`src/rtl/reg_scoreboard.sv`:
```
// Register scoreboard: per-register 2-bit countdown of cycles until a destination is ready.
// Optional macro SB_BYPASS_EN: a source with one cycle left counts as ready (forwarded).
module reg_scoreboard #(
    parameter int unsigned LOAD_LAT = 3,
    parameter int unsigned ALU_LAT  = 1
) (
    input  logic       clk,
    input  logic       reset,
    input  logic       flush,
    input  logic       issue_vld0,
    input  logic       issue_vld1,
    input  logic [4:0] issue_dst0,
    input  logic [4:0] issue_dst1,
    input  logic       issue_wr0,
    input  logic       issue_wr1,
    input  logic       issue_ld0,
    input  logic       issue_ld1,
    input  logic [4:0] rs0,
    input  logic [4:0] rt0,
    input  logic [4:0] rs1,
    input  logic [4:0] rt1,
    output logic       ready0,
    output logic       ready1,
    output logic       idle
);

    localparam int unsigned NREG   = 32;
    localparam logic [1:0]  LD_CNT = 2'(LOAD_LAT);
    localparam logic [1:0]  AL_CNT = 2'(ALU_LAT);

    logic [NREG-1:0][1:0] r_cnt;
    logic [NREG-1:0][1:0] w_cnt_nxt;
    logic                 r_idle;
    logic                 w_all_zero;
    logic [1:0]           w_lat0;
    logic [1:0]           w_lat1;

    assign w_lat0 = issue_ld0 ? LD_CNT : AL_CNT;
    assign w_lat1 = issue_ld1 ? LD_CNT : AL_CNT;

    // Priority per register: flush, then slot 1 (younger), then slot 0, then countdown.
    always_comb begin
        w_all_zero = 1'b1;
        for (int unsigned i = 0; i < NREG; i++) begin
            w_cnt_nxt[i] = (r_cnt[i] != 2'd0) ? r_cnt[i] - 2'd1 : 2'd0;
            if (issue_vld0 && issue_wr0 && (issue_dst0 == 5'(i)))
                w_cnt_nxt[i] = w_lat0;
            if (issue_vld1 && issue_wr1 && (issue_dst1 == 5'(i)))
                w_cnt_nxt[i] = w_lat1;
            if (flush)
                w_cnt_nxt[i] = '0;
            if (w_cnt_nxt[i] != 2'd0)
                w_all_zero = 1'b0;
        end
    end

    always_ff @(posedge clk or posedge reset) begin
        if (reset) begin
            r_cnt  <= '0;
            r_idle <= 1'b1;
        end else begin
            r_cnt  <= w_cnt_nxt;
            r_idle <= w_all_zero;
        end
    end

    function automatic logic src_ready(input logic [1:0] cnt);
`ifdef SB_BYPASS_EN
        return (cnt <= 2'd1);
`else
        return (cnt == 2'd0);
`endif
    endfunction

    assign ready0 = src_ready(r_cnt[rs0]) && src_ready(r_cnt[rt0]);
    assign ready1 = src_ready(r_cnt[rs1]) && src_ready(r_cnt[rt1]);
    assign idle   = r_idle;

endmodule

```
`config.mk`:
```
export PLATFORM = sky130hd
export DESIGN_NAME = reg_scoreboard
export DESIGN_NICKNAME = d
export VERILOG_FILES = /design/src/rtl/reg_scoreboard.sv
export SDC_FILE = /design/constraint.sdc
export NUM_CORES = 1
export LEC_CHECK = 0
export ABC_CLOCK_PERIOD_IN_PS = 6400
export BUFFER_PORTS_ARGS = -buffer_cell sky130_fd_sc_hd__buf_2
export CAP_MARGIN = 20
export CORE_ASPECT_RATIO = 1.75
export CORE_MARGIN = 4
export CORE_UTILIZATION = 50
export CTS_CLUSTER_SIZE = 10
export DETAILED_ROUTE_END_ITERATION = 10
export PLACE_DENSITY = 0.65
export SLEW_MARGIN = 20
export SYNTH_ARGS = -nofsm -noshare
export SYNTH_HDL_FRONTEND = slang
export SYNTH_SLANG_ARGS = --single-unit
```
`constraint.sdc`:
```
create_clock -name clk -period 6.4 [get_ports clk]
set_input_delay 1.28 -clock clk [delete_from_list [all_inputs] [get_ports clk]]
set_output_delay 1.28 -clock clk [all_outputs]
set_load 0.02 [all_outputs]
```
==> metrics, run 1 <==
status finished, final reports clean; register area share after synthesis 33.2%; row count 47; Fin. Hold Viols 0; setup ws final 2.13 ns; CTS tree built; post-synthesis mux area share 19.4%; Port-buffer cells 41; via density per instance 7.29; setup violators final 0; drt pass-1 iters 8; slew margin rel. 28.8%; Tmin final 4.27 ns; CP max stage delay 0.55 ns; initial drt markers 541; final setup TNS 0 ns; Cell Area, Synth 4900 µm²; Pleak 1.98 nW; Die Ht 139 µm; VDD IR-drop max 0.000137 V; skew final 0.00604 ns; boundary pin count 42; Hold Crit Start r_cnt[33]$_DFF_PP0_; synth warn 0; Mean Syn Cell Area 9.37 µm²; Residual DRC 0; Post-synth top flop dfrtp_1; met3 wire len 1.22 mm; fin. max-slew vios 0; antenna-violating nets left 0; Post-CTS Setup Repair Bufs 0; Int Pwr 759 µW; # H-tree levels 3; fmax 0.234 GHz; initial antenna violation count 0; RSZ-0062 raised after global routing false; Crit-path slowest cell mux4_2; mean routed wirelength per cell 27.0 µm; Post-Place Setup Slack 2.15 ns; #FFs+latches synth 65; Die X 82.8 µm; ANT cells 0; post-DP HPWL 13.3 mm; most frequent cell after synthesis nor2_1; critical path data required time 5.12 ns; syn_nets 562; clock-pin transition on the worst setup and hold timing paths 0.06 ns; clk buf depth 2; synthesized instance count 523; first-pass GRT wire length 27.9 mm; post-synthesis adder-cell area fraction 0%; GR Util All Layers 31.5%; Yosys cell types 52; gr ovfl total 0; top post-synthesis cells by area dfrtp_1, mux4_2, nand3_1; final-stage net count 577; critical path class in -> out; pin count of the biggest net entering global routing 66; vias 4848; period utilization 66.7%; Worst Tran Pin Value 1.07 ns; max_cap viols 0; XOR/XNOR share of the synthesized area 0%; initial core utilization 51.4%; area fraction in and, or, nand and nor cells after synthesis 29.6%; die area 11500 µm²; core region area 9530 µm²; Critical Path End Type output port; Post-synth ARST share 100%; final wirelength 17.9 mm; Max Used Layer met4; Post-CTS Resized 0; top cell type's share of synthesized area 32.7%; register share of total power 40.2%; Setup crit start rt0[1]; EDFF count, synth 0; critical path peak fanout 8; Comb pwr share 12.9%; CTS root buf clkbuf_16; Area Overhead vs Synth 10.2%; Sw Ratio 27.2%; Arr. time, crit path 2.99 ns; M1 WL 6.21 mm; HP Class reg -> reg; pwr dens 193 nW/µm²; CP Launch Type input pin; largest family of logic cells by synthesized area simple AND/OR/NAND/NOR gates; Psw 284 µW; critical path cell sequence buf_2, mux4_2, mux4_2, mux2i_1, nor2_1, buf_2; met2 WL 8.95 mm; most frequent cells after synthesis nor2_1, dfrtp_1, nand3_1; number of global-route vias before repair 4908; Compound-Gate Fraction of Synth Area 13.8%; clock sinks 65; worst reg2reg path startpoint r_cnt[38]$_DFF_PP0_; worst skew pair latency 0.34 ns; routability cong. 0.972; Num CTS Buffers 9; Post-Route Utilization 56.7%; Clock power frac 46.9%; dominant cell type by area after synthesis dfrtp_1; ratio of cells with drive above 1 in the final layout 20.3%; Post-CTS Hold Buffers 0
stage by stage:
stage                     instance area, µm²  instances  power [mW]  hold slack [ns]
final                                   5400        665        1.04            0.584
after global placement                  5110        649       0.556            0.552
after CTS                               5400        665        1.04            0.587
after detailed placement                5110        649       0.558            0.571
after floorplan                         4900        523       0.511            0.524
after global routing                    5400        665        1.08            0.611
per-layer routing:
| layer | global-route usage (%) | vias to the layer above |
|---|---|---|
| li1 | - | 2055 |
| met1 | 34.9 | 2369 |
| met2 | 52.4 | 315 |
| met3 | 6.48 | 109 |
| met4 | 23.9 | 0 |
| met5 | 0 | - |
sequential cells by signal (all words and copies together), names as in the netlist:
name	flops
idle	1
r_cnt	64
logic make-up (layout without fill, tap and decap cells):
| family | after synthesis | in the layout |
|---|---|---|
| AO/OA/AOI/OAI | 97 | 97 |
| multiplexers | 46 | 46 |
| AND/OR/NAND/NOR | 269 | 269 |
| buffers and inverters | 46 | 66 |
| flip-flops | 65 | 65 |
cell usage in the layout (no fill, tap or decap), types with 4 or more instances in the layout:
master,n
mux2i_1,5
a211oi_1,11
o21ai_0,4
nand2b_1,31
nor2_1,68
inv_1,4
nand3_1,51
nor4_1,11
buf_4,4
a311oi_1,14
clkbuf_16,9
mux4_2,39
and3_1,6
and4b_1,5
dfrtp_1,64
a32oi_1,6
a31oi_1,32
nand2_1,46
buf_2,41
a21o_1,5
nor4bb_1,4
clkinv_2,4
o211ai_1,4
nand4_1,13
a21oi_1,12
nor2b_1,5
layout make-up:
cell class | count | area [µm²]
Clock buffer | 10 | 229
Clock inverter | 6 | 58.8
Fill cell | 873 | 4130
Inverter | 5 | 18.8
Multi-Input combinational cell | 412 | 3080
Sequential cell | 65 | 1630
Tap cell | 122 | 153
Timing Repair Buffer | 45 | 235
power groups by stage:
stage          combinational, mW  clock [mW]  sequential (mW)
2_1_floorplan             0.0825           0            0.428
3_3_place_gp               0.129           0            0.426
3_5_place_dp               0.131           0            0.426
4_1_cts                    0.132       0.491            0.419
5_1_grt                    0.143       0.513            0.420
6_report                   0.135       0.489            0.419
path summary, 6_finish.rpt:
path | to | slack [ns] | cells past startpoint
worst max-delay path | ready0 | 2.13 | 6
worst min-delay path | r_cnt[32]$_DFF_PP0_ | 0.58 | 2
worst max register to register | idle$_DFF_PP1_ | 4.21 | 6
worst min register to register | r_cnt[32]$_DFF_PP0_ | 0.58 | 2
max in group asynchronous | r_cnt[2]$_DFF_PP0_ | 4.65 | 3
min in group asynchronous | r_cnt[55]$_DFF_PP0_ | 1.16 | 3
worst max-delay path, delay by kind of cell:
| kind | cells | cell delay (ns) |
|---|---|---|
| and+or+nand+nor | 1 | 0.07 |
| muxes | 3 | 1.23 |
| buffers and inverters | 2 | 0.40 |
Power figures use the tool's default switching activity.
==> run 2, diff against run 1 <==
--- a/config.mk
+++ b/config.mk
@@ -5,7 +5,8 @@
 export SDC_FILE = /design/constraint.sdc
 export NUM_CORES = 1
 export LEC_CHECK = 0
-export ABC_CLOCK_PERIOD_IN_PS = 6400
+export ABC_AREA = 1
+export ABC_CLOCK_PERIOD_IN_PS = 3650
 export BUFFER_PORTS_ARGS = -buffer_cell sky130_fd_sc_hd__buf_2
 export CAP_MARGIN = 20
 export CORE_ASPECT_RATIO = 1.75
@@ -13,7 +14,7 @@
 export CORE_UTILIZATION = 50
 export CTS_CLUSTER_SIZE = 10
 export DETAILED_ROUTE_END_ITERATION = 10
-export PLACE_DENSITY = 0.65
+export PLACE_DENSITY = 0.67
 export SLEW_MARGIN = 20
 export SYNTH_ARGS = -nofsm -noshare
 export SYNTH_HDL_FRONTEND = slang
==> constraint.sdc (replaced) <==
create_clock -name clk -period 3.65 [get_ports clk]
set_input_delay 0.73 -clock clk [delete_from_list [all_inputs] [get_ports clk]]
set_output_delay 0.73 -clock clk [all_outputs]
set_load 0.02 [all_outputs]
==> run 2 against run 1 <==
Flip-flop and latch count stayed put. Register-to-register slack worse by 2.1 ns. Clock-buffer cell count is 3 higher. Final area is 20% higher. Sequential power is 76% higher. Routed wire length is 11% higher. Synthesized cell count is 100% higher. Largest power group unchanged.
==> metrics, run 2 <==
Post-CTS Resized 0 (unchanged); Comb pwr share 17.1% (+4.2 points); Port-buffer cells 41 (unchanged); Tot Pwr 1.95 mW (+87%); Residual DRC 0 (unchanged); top cell type's share of synthesized area 26.9% (-5.8 points); ratio of cells with drive above 1 in the final layout 10.1% (-10 points); commonest non-fill, non-tap cell in the layout nand2_1; worst path bufs/invs 5 (+3); Post-CTS Hold Buffers 0 (unchanged); area of the multi-input gates 3410 µm² (+11%); met3 wire len 992 µm (-19%); skew final 0.00554 ns (-0.000494 ns); period utilization 81.9%; boundary pin count 42 (unchanged); Cell Area, Synth 5950 µm² (+21%); Post-CTS Setup Repair Bufs 0 (unchanged); final-stage net count 1110 (+92%); ANT cells 0 (unchanged); Yosys cell types 28 (-46%); critical path peak fanout 24 (+16); antenna-violating nets left 0 (unchanged); Fin. Hold Viols 0 (unchanged); commonest cells after routing, fill and taps aside nand2_1, inv_1, nand3_1; Fill cells 1251 (+43%); Die X 90.5 µm (+9.2%); CTS root buf clkbuf_16; setup ws final 0.662 ns (-1.47 ns); VDD IR-drop max 0.000226 V (+64%); mean routed wirelength per cell 16.4 µm (-39%); Psw 568 µW (+100%); register share of total power 37.6% (-2.6 points); Post-synth top flop dfrtp_1; flop-to-flop setup slack 2.15 ns (-2.06 ns); Area Overhead vs Synth 8.87%; Worst Tran Pin Value 0.996 ns (-0.0717 ns); clock sinks 65 (unchanged); Post-Place Setup Slack 0.665 ns (-1.48 ns); die area 13800 µm² (+20%); Die Ht 152 µm (+9.6%); Tmin final 2.99 ns; RSZ-0062 raised after global routing false; synth warn 0 (unchanged); number of flip-flops in the largest register 64 (unchanged); dominant cell type by area after synthesis dfrtp_1; Int Pwr 1.39 mW (+83%); drt pass-1 iters 6 (-2); GR Util All Layers 29.5% (-2.0 points); final setup TNS 0 ns (unchanged); synthesized instance count 1052 (+100%); Post-synth ARST share 100% (unchanged); gr ovfl total 0 (unchanged); setup violators final 0 (unchanged); critical path data required time 2.92 ns (-2.20 ns); Num CTS Buffers 9 (unchanged); syn_nets 1091 (+94%); slew margin rel. 33.5% (+4.7 points); register area share after synthesis 27.4% (-5.9 points); Arr. time, crit path 2.26 ns (-0.73 ns); CP max stage delay 0.46 ns (-0.09 ns); M1 WL 7.61 mm (+23%); fmax 0.335 GHz; Post-Place Cells 1195 (+84%); post-DP HPWL 14.8 mm (+11%); worst skew pair latency 0.34 ns (about the same); Mean Syn Cell Area 5.66 µm² (-40%); EDFF count, synth 0 (unchanged); HP Class reg -> reg; critical path cell sequence buf_2, inv_1, o21ai_0, o211ai_1, nand3_1, nand3_1, nand2_1, inv_1, o21ai_0, nand2_1, inv_1, buf_2; clk buf depth 2 (unchanged); initial drt markers 472 (-13%); row count 52 (+11%); crit-path leading delay family buffers and inverters; Pleak 4.24 nW (+110%); # H-tree levels 3 (unchanged); fin. max-slew vios 0 (unchanged); initial core utilization 51.4% (about the same); met2 WL 10.0 mm (+12%); core region area 11600 µm² (+22%); CTS tree built; via density per instance 5.38 (-26%); critical path class in -> out; first-pass GRT wire length 31.6 mm (+13%); Most flops, register r_cnt; CP dominant cell by count inv_1; #FFs+latches synth 65 (unchanged); max_cap viols 0 (unchanged); Post-Route Utilization 55.9% (-0.75 points); status finished, final reports clean; Max Used Layer met4; final wirelength 19.9 mm (+11%); vias 6512 (+34%); most frequent cells after synthesis nand2_1, inv_1, nand3_1; top post-synthesis cells by area dfrtp_1, nand2_1, nand3_1; most frequent cell after synthesis nand2_1; Clock power frac 45.3% (-1.6 points); initial antenna violation count 0 (unchanged); routability cong. 1.03 (+5.8%); CP Launch Type input pin; Finished Layout Cells 1211 (+82%); pwr dens 302 nW/µm² (+56%); storage element area 1630 µm² (unchanged); Sw Ratio 29.0% (+1.8 points); Crit-path slowest cell inv_1; pin count of the biggest net entering global routing 66 (unchanged); Critical Path End Type output port; number of global-route vias before repair 6031 (+23%); clock-pin transition on the worst setup and hold timing paths 0.06 ns (about the same)
## run 2: cell count changes after synthesis, sizes merged, moves of 14 or more
cell	before	now
o211ai	4	19
nand2	46	399
a31oi	32	1
mux4	39	0
inv	5	196
nand2b	31	0
a311oi	14	0
o21ai	5	56
nand3	51	167
## run 2: through the flow
step	area [µm²]	hold slack, ns
6_report	6480	0.624
5_1_grt	6480	0.661
4_1_cts	6480	0.618
3_5_place_dp	6180	0.607
3_3_place_gp	6180	0.609
2_1_floorplan	5950	0.573
## run 2: power by group through the flow
| stage | Combinational (mW) | Clock, mW | Sequential, mW |
|---|---|---|---|
| after floorplan | 0.217 | 0 | 0.752 |
| after global placement | 0.330 | 0 | 0.748 |
| after detailed placement | 0.329 | 0 | 0.748 |
| after CTS | 0.330 | 0.894 | 0.735 |
| after global routing | 0.373 | 0.928 | 0.736 |
| final | 0.334 | 0.885 | 0.736 |
## run 2: path summary, 6_finish.rpt
| path | startpoint | to | cells past startpoint |
|---|---|---|---|
| hold / removal | r_cnt[27]$_DFF_PP0_ | r_cnt[26]$_DFF_PP0_ | 4 |
| min in group asynchronous | reset | r_cnt[59]$_DFF_PP0_ | 3 |
| max in group asynchronous | reset | r_cnt[53]$_DFF_PP0_ | 3 |
| setup reg to reg | r_cnt[57]$_DFF_PP0_ | idle$_DFF_PP1_ | 9 |
| hold reg to reg | r_cnt[27]$_DFF_PP0_ | r_cnt[26]$_DFF_PP0_ | 4 |
| setup / recovery | rt0[1] | ready0 | 12 |
## run 2: metal layers
metal / global-route usage, % / vias to the layer above
met5: 0 / -
met4: 18.1 / 0
met3: 3.90 / 71
met2: 51.5 / 240
met1: 33.7 / 2919
li1: - / 3282
## run 2: cell type report
cell class              instances  area share [%]
repair buffers                 44            3.52
multi-input cells             754            52.7
inverters                     197            11.4
clock inverters                 3           0.618
well taps                     135            2.61
flip-flops and latches         65            25.1
clock buffers                  13            4.02
## run 2: cell families after synthesis
logic type,after synthesis,share of synthesized area [%]
compound gates,94,8.83
simple gates,660,48.5
buf+inv,233,15.3
flops,65,27.4
## run 2: worst reg2reg max path, stage by stage, from the launching register on
cell	delay, ns
dfrtp_1	0.39
nand2_1	0.07
nand3_1	0.07
nand2_1	0.08
nand2_1	0.10
nor2_1	0.28
nand2_1	0.09
nor2_1	0.11
nand3_1	0.08
nor2_1	0.14
